==> src/rtl/beep_pattern_sequencer_pkg.sv <==
// Shared encodings for the beep pattern sequencer and the tone generator it drives.
// State, pattern and frequency-select codes live here so both blocks agree on them.
package beep_pattern_sequencer_pkg;

    typedef enum logic [1:0] {
        ST_IDLE = 2'd0,
        ST_ON   = 2'd1,
        ST_OFF  = 2'd2
    } state_t;

    localparam logic [1:0] PAT_HIGH  = 2'b00;
    localparam logic [1:0] PAT_LOW   = 2'b01;
    localparam logic [1:0] PAT_ALT_H = 2'b10;
    localparam logic [1:0] PAT_ALT_L = 2'b11;

    localparam logic FREQ_SEL_HIGH = 1'b0;
    localparam logic FREQ_SEL_LOW  = 1'b1;

    // Frequency used for the first beep of a burst.
    function automatic logic initial_freq(input logic [1:0] pat);
        logic f;
        f = FREQ_SEL_HIGH;
        case (pat)
            PAT_HIGH, PAT_ALT_H: f = FREQ_SEL_HIGH;
            PAT_LOW,  PAT_ALT_L: f = FREQ_SEL_LOW;
            default:             f = FREQ_SEL_HIGH;
        endcase
        return f;
    endfunction

    // Whether the frequency flips between consecutive beeps.
    function automatic logic pattern_alternates(input logic [1:0] pat);
        return (pat == PAT_ALT_H) || (pat == PAT_ALT_L);
    endfunction

endpackage

==> src/rtl/beep_pattern_sequencer_timer.sv <==
// Loadable down-counter with a zero flag; times the on and off phases of each beep.
// Load has priority over decrement, and decrement saturates at zero.
module sequencer_timer
    import beep_pattern_sequencer_pkg::*;
#(
    parameter int unsigned WIDTH = 32
) (
    input  logic             clk,
    input  logic             rst,
    input  logic             load,
    input  logic [WIDTH-1:0] load_val,
    input  logic             dec,
    output logic             zero
);

    logic [WIDTH-1:0] count;

    always_ff @(posedge clk or posedge rst) begin
        if (rst) begin
            count <= '0;
        end else if (load) begin
            count <= load_val;
        end else if (dec && (count != '0)) begin
            count <= count - WIDTH'(1);
        end
    end

    assign zero = (count == '0);

endmodule

==> src/rtl/beep_pattern_sequencer.sv <==
// Plays a burst of N fixed-length beeps on start, driving the tone generator's
// request, enable and frequency-select inputs. All outputs are registered.
module beep_pattern_sequencer
    import beep_pattern_sequencer_pkg::*;
#(
    parameter int unsigned ON_TICKS  = 25000000,
    parameter int unsigned OFF_TICKS = 12500000,
    parameter int unsigned TIMER_W   = 32,
    parameter int unsigned CNT_W     = 4
) (
    input  logic             clk,
    input  logic             rst,
    input  logic             start,
    input  logic             cancel,
    input  logic [CNT_W-1:0] beep_count,
    input  logic [1:0]       pattern,
    output logic             tone_on,
    output logic             tone_en,
    output logic             freq_sel,
    output logic             busy,
    output logic             done
);

    localparam logic [TIMER_W-1:0] ON_RELOAD  = TIMER_W'(ON_TICKS - 1);
    localparam logic [TIMER_W-1:0] OFF_RELOAD = TIMER_W'(OFF_TICKS - 1);

    state_t             state_q, state_d;
    logic [CNT_W-1:0]   remaining_q, remaining_d;
    logic               alt_q, alt_d;
    logic               start_ok;

    logic               timer_load;
    logic               timer_dec;
    logic [TIMER_W-1:0] timer_load_val;
    logic               timer_zero;

    logic               tone_on_d, busy_d, freq_sel_d, done_d;

    sequencer_timer #(
        .WIDTH(TIMER_W)
    ) u_timer (
        .clk      (clk),
        .rst      (rst),
        .load     (timer_load),
        .load_val (timer_load_val),
        .dec      (timer_dec),
        .zero     (timer_zero)
    );

    assign start_ok = start && !cancel && (beep_count != '0);

    always_ff @(posedge clk or posedge rst) begin
        if (rst) begin
            state_q     <= ST_IDLE;
            remaining_q <= '0;
            alt_q       <= 1'b0;
        end else begin
            state_q     <= state_d;
            remaining_q <= remaining_d;
            alt_q       <= alt_d;
        end
    end

    always_comb begin
        state_d        = state_q;
        remaining_d    = remaining_q;
        alt_d          = alt_q;
        timer_load     = 1'b0;
        timer_load_val = ON_RELOAD;
        timer_dec      = 1'b0;
        case (state_q)
            ST_IDLE: begin
                if (start_ok) begin
                    state_d        = ST_ON;
                    timer_load     = 1'b1;
                    timer_load_val = ON_RELOAD;
                    remaining_d    = beep_count - CNT_W'(1);
                    alt_d          = pattern_alternates(pattern);
                end
            end
            ST_ON: begin
                if (cancel) begin
                    state_d = ST_IDLE;
                end else if (!timer_zero) begin
                    timer_dec = 1'b1;
                end else if (remaining_q == '0) begin
                    state_d = ST_IDLE;
                end else begin
                    state_d        = ST_OFF;
                    timer_load     = 1'b1;
                    timer_load_val = OFF_RELOAD;
                end
            end
            ST_OFF: begin
                if (cancel) begin
                    state_d = ST_IDLE;
                end else if (!timer_zero) begin
                    timer_dec = 1'b1;
                end else begin
                    // OFF is only entered with beeps left, so this never underflows.
                    state_d        = ST_ON;
                    timer_load     = 1'b1;
                    timer_load_val = ON_RELOAD;
                    remaining_d    = remaining_q - CNT_W'(1);
                end
            end
            default: state_d = ST_IDLE;
        endcase
    end

    // Next-cycle output values, derived from the transition being taken.
    always_comb begin
        tone_on_d  = (state_d == ST_ON);
        busy_d     = (state_d != ST_IDLE);
        done_d     = (state_q == ST_ON) && (state_d == ST_IDLE) && !cancel;
        freq_sel_d = freq_sel;
        if ((state_q == ST_IDLE) && (state_d == ST_ON)) begin
            freq_sel_d = initial_freq(pattern);
        end else if ((state_q == ST_OFF) && (state_d == ST_ON) && alt_q) begin
            freq_sel_d = ~freq_sel;
        end
    end

    always_ff @(posedge clk or posedge rst) begin
        if (rst) begin
            tone_on  <= 1'b0;
            tone_en  <= 1'b0;
            freq_sel <= 1'b0;
            busy     <= 1'b0;
            done     <= 1'b0;
        end else begin
            tone_on  <= tone_on_d;
            tone_en  <= busy_d;
            freq_sel <= freq_sel_d;
            busy     <= busy_d;
            done     <= done_d;
        end
    end

endmodule

==> config.mk <==
export PLATFORM = sky130hd
export DESIGN_NAME = beep_pattern_sequencer
export DESIGN_NICKNAME = d
export VERILOG_FILES = /design/src/rtl/beep_pattern_sequencer_pkg.sv /design/src/rtl/beep_pattern_sequencer_timer.sv /design/src/rtl/beep_pattern_sequencer.sv
export SDC_FILE = /design/constraint.sdc
export NUM_CORES = 1
export LEC_CHECK = 0
export ABC_AREA = 1
export BUFFER_PORTS_ARGS = -buffer_cell sky130_fd_sc_hd__buf_2
export CORE_ASPECT_RATIO = 2
export CORE_MARGIN = 1
export CORE_UTILIZATION = 40
export CTS_BUF_LIST = sky130_fd_sc_hd__clkbuf_8 sky130_fd_sc_hd__clkbuf_16
export CTS_CLUSTER_SIZE = 16
export DETAILED_ROUTE_END_ITERATION = 10
export GPL_ROUTABILITY_DRIVEN = 0
export PLACE_DENSITY = 0.54
export SYNTH_ARGS = -nofsm -noshare
export SYNTH_HDL_FRONTEND = slang
export SYNTH_SLANG_ARGS = --single-unit
==> constraint.sdc <==
create_clock -name clk -period 1.75 [get_ports clk]
set_input_delay 0.2625 -clock clk [delete_from_list [all_inputs] [get_ports clk]]
set_output_delay 0.2625 -clock clk [all_outputs]
set_load 0.05 [all_outputs]
==> metrics, run 1 <==
Worst slew margin roughly 72%; Hold WS 0.1742 ns; post-DR vias/cell 4.901; Non-Filler Instances slightly below 600; crit path DAT between 2 and 2.5 ns; crit path max fanout 7; global route overflow 0; yosys warns 0; worst-margin pin slew 0.4155 ns; R2R depth 13; initial detailed-routing violation count 84; clock-pin slew of the registers on the worst-case setup and hold paths 0.06 ns; post-synthesis register bit count 43; post-DP HPWL 6405 µm; Critical Path Start u_timer.count[0]$_DFFE_PP0P_; status finished with violations; Crit Path Category reg2reg; max-slew violations 0; DP Area roughly 3700 µm²; antenna-violating nets left 0; total global-route track usage 25.65%; Leak 0.002162 µW; worst skew pair latency around 0.29 ns; Mapped Area 2765 µm²; final instance area about 4400 µm²; Hold EP alt_q$_DFFE_PP0P_; hold path cells 3; Crit. path cell count 13; critical path capture point type flop; Seq/Total Area, Yosys roughly two fifths; Top-Level Pins 15; Worst Skew just under 0.007 ns; Die ar. between 7000 and 8000 µm²; CTS sink count 43; Cell Chain, Critical Path inv_2, ha_4, nand2_4, nor2_4, nand2_2, nor2_4, inv_2, nand3_4, buf_12, clkinv_8, nand2_2, xor2_1, nor2_1; Mean Syn Cell Area approximately 7.6 µm²; Area growth, synth to finish 59.73%; wire per inst about 14 µm; layout cell share with drive strength beyond 1 48.13%; initial antenna violation count 0; RSZ-0062 raised after global routing true; CTS Buf Count 5; DR vias 2916; PnR worst setup slack -0.1944 ns; synth unique cells 38; row count 42; largest stage delay on the critical path 0.39 ns; register area 1077 µm²; min cycle time layout 1.944 ns; Die Height 119.6 µm; pin count of the biggest net entering global routing 20; Mapped Cells 366; final period utilization 111.1%; worst path buffer plus inverter count 4; H-Tree Depth 2; FILL cells 594; multi-input combinational cell area 1826 µm²; max frequency 514.3 MHz; CTS tree done; final setup violation count 37; Max VDD drop 0.9630 mV; Total Power approximately 5200 µW; power per cell area ~1200 nW/µm²; CTS Root Cell clkbuf_16; final wirelength 8485 µm; Area contributors post-synth dfrtp_1, nand2_1, nor2_1; width of the die 60.79 µm; Hold Path Class in2reg; FF-to-FF End u_timer.count[6]$_DFFE_PP0P_; # diodes 0; drt pass-1 iters 4; max-capacitance violation count 0; Worst R2R Setup Slack -0.19 ns; Yosys top cell area share around two fifths; first-pass GRT wire length ~14000 µm; Buffers on Ports 14; placed cells 561; Startpoint Class flop; starting density of the core 41.76%; worst path required time 1.92 ns; core area 6621 µm²; Hold Fails Final Rpt 0; reg2reg start u_timer.count[0]$_DFFE_PP0P_; violated checks negative setup slack; Synth area leader dfrtp_1; drt drc 0; CP max stage cell dfrtp_1; number of global-route vias before repair 2967; worst hold start pattern[1]; final net count approximately 520; CP delay by family, top simple AND/OR/NAND/NOR gates; syn_nets roughly 380; clock tree buffer depth 2
## registers in the layout, indices dropped and copies added, names as in the netlist
| name | count |
|---|---|
| alt_q | 1 |
| remaining_q | 4 |
| busy | 1 |
| state_q | 2 |
| done | 1 |
| freq_sel | 1 |
| tone_on | 1 |
| u_timer.count | 32 |
## stage by stage
step | setup slack, ns | TNS [ns] | util (%)
floorplan | -0.03910 | -0.3375 | -
global placement | -0.2438 | -5.229 | 55.71
detailed placement | -0.2415 | -6.243 | 55.71
CTS | -0.1766 | -4.252 | 62.36
global route | -0.2908 | -8.754 | 66.70
finish | -0.1944 | -4.438 | 66.70
## cells by family (layout without fill, tap and decap cells)
logic type | after synthesis | count (layout) | synth area share [%]
buffers and inverters | 45 | 186 | 7.737
XOR/XNOR | 19 | 19 | 6.018
AO/OA/AOI/OAI | 39 | 39 | 7.828
flip-flops | 43 | 43 | 38.91
adder cells (fa/ha/maj) | 6 | 6 | 2.715
AND/OR/NAND/NOR | 214 | 214 | 36.79
## where the power goes
| part | switching, µW | internal (µW) |
|---|---|---|
| registers | 225 | 1290 |
| clock network | 379 | 508 |
| logic | 1530 | 1260 |
## what timing repair did
action,4_1_cts,5_1_grt
pin swaps,20,41
hold buffers,1,0
endpoints found under the setup margin,41,42
endpoints found under the hold margin,13,0
resized for setup,49,57
cloned,1,0
buffers inserted,16,11
## cells in the mapped netlist, drive strengths merged
| master | count |
|---|---|
| nand2 | 94 |
| nor2 | 59 |
| dfrtp | 43 |
| inv | 37 |
| nand3 | 35 |
| o21ai | 25 |
| xor2 | 13 |
| a21oi | 10 |
| nand4 | 8 |
| nor3 | 7 |
| buf | 6 |
| ha | 6 |
| xnor2 | 6 |
| nand3b | 3 |
| nor4 | 3 |
| o31ai | 3 |
| or2 | 3 |
| a22oi | 1 |
| and3 | 1 |
| clkbuf | 1 |
| clkinv | 1 |
| or3 | 1 |
## cell type report
type                       instances  share of cell area [%]
clock inverter                     1                 0.08499
tap                               88                   2.493
timing repair inverter             1                  0.1416
inverter                          38                   3.683
sequential                        43                   24.39
clock buffer                       5                   2.833
multi-input combinational        278                   41.33
timing repair buffer             141                   25.04
## cells in the final DEF (no fill, tap or decap), types with 2 or more instances in the layout
cell | synthesis | routed
ha_1 | 6 | 4
nand3_4 | 1 | 4
inv_1 | 33 | 27
xnor2_1 | 6 | 6
o31ai_1 | 3 | 3
buf_12 | 0 | 4
nand2_8 | 1 | 2
nand2_2 | 2 | 18
nor3_2 | 1 | 2
inv_2 | 3 | 9
or2_4 | 0 | 2
nand3_1 | 32 | 23
dfrtp_1 | 43 | 42
o21ai_2 | 1 | 5
clkbuf_16 | 0 | 5
inv_4 | 1 | 2
nor2_4 | 3 | 13
o21ai_1 | 5 | 8
nor2_1 | 52 | 29
buf_4 | 2 | 114
xor2_1 | 13 | 13
nand2_1 | 88 | 68
a21oi_4 | 0 | 2
nand3b_1 | 3 | 3
o21ai_0 | 19 | 12
buf_2 | 0 | 14
nand4_1 | 7 | 7
nor2_2 | 4 | 17
nand2_4 | 3 | 6
nand3_2 | 2 | 8
nor3_1 | 6 | 4
buf_6 | 4 | 8
a21oi_1 | 8 | 8
## worst reg2reg max path, delay by kind of cell (launching register included)
family        cells  cell delay [ns]
flops             1             0.39
xor+xnor          1             0.15
fa+ha+maj         1             0.15
buf+inv           4             0.39
simple gates      7             0.77
## routing by layer
layer	track usage, %	vias to the layer above	routed length (µm)
li1	-	1466	-
met5	0	-	0
met3	2.909	20	141
met1	24.72	1382	2833
met2	50.21	48	5182
met4	11.08	0	327
## how the worst max path moves through the flow
stage | endpoint
floorplan | u_timer.count[22]$_DFFE_PP0P_
global placement | u_timer.count[29]$_DFFE_PP0P_
detailed placement | u_timer.count[29]$_DFFE_PP0P_
CTS | u_timer.count[10]$_DFFE_PP0P_
global route | u_timer.count[13]$_DFFE_PP0P_
finish | u_timer.count[6]$_DFFE_PP0P_
Note: power is estimated with default switching activity, not from simulation.
==> run 2, diff against run 1 <==
- RECOVER_POWER: not set -> 50
- SETUP_SLACK_MARGIN: not set -> 0.5
==> run 2 against run 1 <==
- the flow still finishes with violations (negative setup slack)
- critical path depth did not move
- flip-flop and latch count did not move
- register-to-register slack got worse by 0.07 ns
- worst hold slack got worse by 0.0027 ns
==> metrics, run 2 (same netlist as run 1, synthesis figures left out) <==
Max VDD drop 0.8215 mV (-15%); CTS tree done; Leak 0.002136 µW (-1.2%); wire per inst 16.69 µm (+17%); Top reg by flops u_timer.count; DR vias 3097 (+6.2%); total global-route track usage 29.49% (+3.8 points); register area 1076 µm² (-0.12%); antenna-violating nets left 0 (unchanged); crit path max fanout 7 (unchanged); layout cell share with drive strength beyond 1 48.51% (+0.39 points); PnR worst setup slack -0.2677 ns (-0.07329 ns); max-capacitance violation count 0 (unchanged); post-DR vias/cell 5.223 (+6.6%); row count 42 (unchanged); Die ar. 7269 µm² (unchanged); setup_tns -7.075 ns (-2.637 ns); final wirelength 9897 µm (+17%); clock tree buffer depth 2 (unchanged); initial antenna violation count 0 (unchanged); final period utilization 115.3% (+4.2 points); CP delay by family, top simple AND/OR/NAND/NOR gates; most common cell after layout, fill and taps aside buf_4; worst path required time 1.93 ns (about the same); Die Height 119.6 µm (unchanged); Buffers on Ports 14 (unchanged); Cell Chain, Critical Path buf_6, nor2_4, nand2_2, nor2_4, nand2_2, nor2_4, nand3_2, nand3_4, nand2_8, clkinv_8, nor2_4, a21oi_2, nand2_1; critical path capture point type flop; FILL cells 570 (-4.0%); drt pass-1 iters 4 (unchanged); Worst Skew 0.005730 ns (-0.001209 ns); worst skew pair latency 0.29 ns (about the same); most frequent cells in the layout buf_4, nand2_1, dfrtp_1; power per cell area 1218 nW/µm² (+3.5%); # diodes 0 (unchanged); clock-pin slew of the registers on the worst-case setup and hold paths 0.06 ns (about the same); Crit Path Category reg2reg; worst-margin pin slew 1.176 ns (+0.7601 ns); starting density of the core 41.76% (unchanged); core area 6621 µm² (unchanged); violated checks negative setup slack; hold_buf cts 0 (-1); multi-input combinational cell area 1884 µm² (+3.2%); Top-Level Pins 15 (unchanged); RSZ-0062 raised after global routing true; post-DP HPWL 6525 µm (+1.9%); Startpoint Class flop; final setup violation count 40 (+8.1%); Hold Fails Final Rpt 0 (unchanged); biggest regs u_timer.count (32), remaining_q (4), state_q (2); width of the die 60.79 µm (unchanged); max-slew violations 0 (unchanged); Hold Path Class in2reg; H-Tree Depth 2 (unchanged); Worst slew margin 21.63% (-50 points); drt drc 0 (unchanged); CP max stage cell dfrtp_1; global route overflow 0 (unchanged); fin util 67.54% (+0.83 points); worst path buffer plus inverter count 2 (-2); final net count 520 (-0.76%); status finished with violations; Area growth, synth to finish 61.72%; max frequency 495.6 MHz (-3.6%); max reg flops 32 (unchanged); first-pass GRT wire length 15340 µm (+13%); initial detailed-routing violation count 145 (+73%); CTS sink count 43 (unchanged); CP most frequent cell nor2_4; number of global-route vias before repair 3235 (+9.0%); pin count of the biggest net entering global routing 44 (+120%); largest stage delay on the critical path 0.41 ns (+0.02 ns); CTS Root Cell clkbuf_16; min cycle time layout 2.018 ns (+0.07329 ns); CTS Buf Count 5 (unchanged); crit path DAT 2.19 ns (+0.07 ns)
==> run 2: cell types whose count changed in the layout (fill, tap and decap cells not counted), moves of 3 or more <==
cell | previous run | this run
nor2_2 | 17 | 13
a21oi_1 | 8 | 5
o21ai_0 | 12 | 7
nor2_1 | 29 | 32
a21oi_2 | 0 | 3
buf_4 | 114 | 100
buf_6 | 8 | 15
o21ai_1 | 8 | 13
nand2_2 | 18 | 21
==> run 2: power breakdown <==
group          switching, µW  total [µW]  internal (µW)  leakage [µW]
clock                    399         915            517     0.0000762
combinational           1710        3040           1330       0.00154
sequential               201        1490           1290      0.000518
total                   2310        5450           3140       0.00214
==> run 2: final cells by class <==
| class | instances | share of cell area [%] |
|---|---|---|
| clock buffers | 5 | 2.798 |
| clock inverters | 3 | 0.2798 |
| inverters | 38 | 3.945 |
| multi-input cells | 281 | 42.14 |
| flip-flops and latches | 43 | 24.06 |
| well taps | 88 | 2.462 |
| repair buffers | 134 | 24.17 |
| repair inverters | 1 | 0.1399 |
==> run 2: timing repair <==
item                                    4_1_cts  5_1_grt
setup buffers                                23        3
gates resized for setup                      65       55
pin swaps                                    20       21
cloned                                        4        1
endpoints found under the setup margin       42       43
==> run 2: stage by stage <==
| step | power (µW) | std cells | hold slack [ns] | worst slack (ns) | instance area (µm²) |
|---|---|---|---|---|---|
| after floorplan | 2836 | 366 | 0.2604 | -0.03910 | 2813 |
| after global placement | 3810 | 554 | 0.4605 | -0.3599 | 3622 |
| after detailed placement | 3847 | 554 | 0.4634 | -0.3850 | 3622 |
| after CTS | 5189 | 589 | 0.1630 | -0.2183 | 4222 |
| after global routing | 5764 | 593 | 0.1733 | -0.3399 | 4472 |
| final | 5447 | 593 | 0.1715 | -0.2677 | 4472 |
==> run 2: metal layers <==
layer	global-route usage, %	up-vias	routed length (µm)
met2	52.95	87	5618
met5	0	-	0
met1	27.73	1492	3131
met4	22.59	0	835
met3	4.418	51	312
li1	-	1467	-
==> run 2: worst reg2reg max path, stage by stage (launching register included) <==
cell,delay (ns)
dfrtp_1,0.41
buf_6,0.14
nor2_4,0.07
nand2_2,0.08
nor2_4,0.13
nand2_2,0.08
nor2_4,0.20
nand3_2,0.14
nand3_4,0.12
nand2_8,0.11
clkinv_8,0.11
nor2_4,0.06
a21oi_2,0.17
nand2_1,0.08
==> run 2: final timing paths <==
kind                                                 end  slack (ns)  cells past startpoint                           from
max in group asynchronous  u_timer.count[15]$_DFFE_PP0P_        0.67                      3                            rst
max reg2reg                u_timer.count[24]$_DFFE_PP0P_       -0.27                     13  u_timer.count[11]$_DFFE_PP0P_
min in group asynchronous     remaining_q[1]$_DFFE_PP0P_        0.36                      3                            rst
max                        u_timer.count[24]$_DFFE_PP0P_       -0.27                     13  u_timer.count[11]$_DFFE_PP0P_
min reg2reg                   remaining_q[1]$_DFFE_PP0P_        0.48                      2     remaining_q[1]$_DFFE_PP0P_
min                                    alt_q$_DFFE_PP0P_        0.17                      3                     pattern[1]
==> run 3, diff against run 2 <==
- PLACE_DENSITY: 0.54 -> 0.52
- clock period: 1.75 -> 2.5 ns (I/O delays scaled with it)
==> run 3 against run 2 <==
- the run now ends clean
- sequential share of layout area grew 6.7 points
- routed wire length shrank 22%
- global-route usage shrank 6.4 points
- utilization shrank 14 points
- setup slack gained 0.72 ns
- via count shrank 16%
- clock skew shrank 0.0014 ns
- critical path type unchanged
- largest cell class unchanged
- highest routed layer unchanged
==> metrics, run 3 (same netlist as run 1, synthesis figures left out) <==
worst skew pair latency 0.29 ns (about the same); CP most frequent cell nor2_2; first-pass GRT wire length 12180 µm (-21%); Startpoint Class flop; final net count 438 (-16%); FILL cells 671 (+18%); largest stage delay on the critical path 0.44 ns (+0.03 ns); max-slew violations 0 (unchanged); drt drc 0 (unchanged); Total Power 3093 µW (-43%); Max VDD drop 0.5563 mV (-32%); Cell Chain, Critical Path nor2_2, nand2_2, nor2_2, nand4_1, buf_4, nor4_1, xor2_1, nand3_1, nand2_1; Buffers on Ports 14 (unchanged); total global-route track usage 23.08% (-6.4 points); layout cell share with drive strength beyond 1 30.26% (-18 points); reg2reg start u_timer.count[8]$_DFFE_PP0P_; min cycle time layout 2.043 ns (+0.02538 ns); Worst R2R Setup Slack 0.46 ns (+0.72 ns); fin util 53.16% (-14 points); post-DP HPWL 5512 µm (-16%); post-DR vias/cell 5.063 (-3.1%); row count 42 (unchanged); DP Area 2904 µm² (-20%); FF-to-FF End u_timer.count[29]$_DFFE_PP0P_; clock tree buffer depth 2 (unchanged); Hold Path Class in2async; global route overflow 0 (unchanged); final setup violation count 0 (-100%); worst-margin pin slew 0.7790 ns (-0.3966 ns); core area 6621 µm² (unchanged); Hold Fails Final Rpt 0 (unchanged); most common cell after layout, fill and taps aside nand2_1; status completed; CTS tree done; Crit Path Category reg2reg; wire per inst 15.15 µm (-9.2%); max frequency 489.5 MHz (-1.2%); pin count of the biggest net entering global routing 31 (-30%); width of the die 60.79 µm (unchanged); initial detailed-routing violation count 118 (-19%); starting density of the core 41.76% (unchanged); Top-Level Pins 15 (unchanged); Top reg by flops u_timer.count; biggest regs u_timer.count (32), remaining_q (4), state_q (2); CTS Root Cell clkbuf_16; power per cell area 878.8 nW/µm² (-28%); worst path required time 2.73 ns (+0.80 ns); Leak 0.001640 µW (-23%); CTS sink count 43 (unchanged); Area growth, synth to finish 27.29%; Worst slew margin 48.07% (+26 points); Worst Skew 0.004363 ns (-0.001367 ns); Die Height 119.6 µm (unchanged); number of global-route vias before repair 2479 (-23%); H-Tree Depth 2 (unchanged); PnR worst setup slack 0.4569 ns (+0.7246 ns); final instance area 3520 µm² (-21%); final period utilization 81.72% (-34 points); CP max stage cell dfrtp_2; max-capacitance violation count 0 (unchanged); setup_tns 0 ns (+7.075 ns); drt pass-1 iters 4 (unchanged); CP delay by family, top simple AND/OR/NAND/NOR gates; final wirelength 7743 µm (-22%); hold_buf cts 0 (unchanged); crit path DAT 2.28 ns (+0.09 ns); RSZ-0062 raised after global routing true; most frequent cells in the layout nand2_1, dfrtp_1, buf_4; pre-CTS setup slack 0.3493 ns (+0.7343 ns); crit path max fanout 3 (-4); max reg flops 32 (unchanged); # diodes 0 (unchanged); worst path buffer plus inverter count 1 (-1); R2R depth 9 (-4); critical path capture point type flop; clock-pin slew of the registers on the worst-case setup and hold paths 0.06 ns (about the same); Die ar. 7269 µm² (unchanged); DR vias 2587 (-16%); CTS Buf Count 5 (unchanged); initial antenna violation count 0 (unchanged); antenna-violating nets left 0 (unchanged)
==> run 3: cell count changes in the layout (fill, tap and decap cells not counted), sizes merged <==
cell      delta
clkinv       -1
inv          -1
clkinvlp     +1
buf         -79
nand2        -3
clkbuf       +1
==> run 3: how the worst max path moves through the flow <==
stage	from	end	slack [ns]	cells past startpoint
floorplan	u_timer.count[0]$_DFFE_PP0P_	u_timer.count[22]$_DFFE_PP0P_	0.57	13
global placement	u_timer.count[0]$_DFFE_PP0P_	u_timer.count[4]$_DFFE_PP0P_	0.36	13
detailed placement	u_timer.count[0]$_DFFE_PP0P_	u_timer.count[16]$_DFFE_PP0P_	0.35	13
CTS	u_timer.count[18]$_DFFE_PP0P_	u_timer.count[16]$_DFFE_PP0P_	0.48	12
global route	u_timer.count[8]$_DFFE_PP0P_	u_timer.count[17]$_DFFE_PP0P_	0.34	11
finish	u_timer.count[8]$_DFFE_PP0P_	u_timer.count[29]$_DFFE_PP0P_	0.46	9
==> run 3: power breakdown <==
group          internal [µW]  total, µW  switching [µW]
Sequential               905       1110             208
Clock                    368        655             287
Combinational            485       1320             840
Total                   1760       3090            1330
==> run 3: layer usage <==
metal,track usage [%],routed length (µm),vias to the layer above
met5,0,0,-
met2,41.07,4347,55
li1,-,-,1294
met1,24.40,2758,1215
met3,3.341,189,23
met4,13.07,448,0
==> run 3: layout make-up <==
| cell class | count | area (µm²) | share of cell area, % |
|---|---|---|---|
| multi-input combinational | 278 | 1635 | 46.46 |
| inverter | 38 | 155.1 | 4.408 |
| clock inverter | 3 | 20.02 | 0.5688 |
| timing repair buffer | 56 | 391.6 | 11.13 |
| tap | 88 | 110.1 | 3.128 |
| sequential | 43 | 1082 | 30.75 |
| clock buffer | 5 | 125.1 | 3.555 |
==> run 3: repair_timing <==
action | in CTS | in global routing
setup buffers | 11 | 28
gates resized for setup | 13 | 43
endpoints found under the setup margin | 32 | 35
pin swaps | 5 | 19
==> run 3: metrics by stage <==
step	cells	hold slack, ns
2_1_floorplan	366	0.4422
3_3_place_gp	464	0.3490
3_5_place_dp	464	0.3515
4_1_cts	483	0.03455
5_1_grt	511	0.1836
6_report	511	0.1176
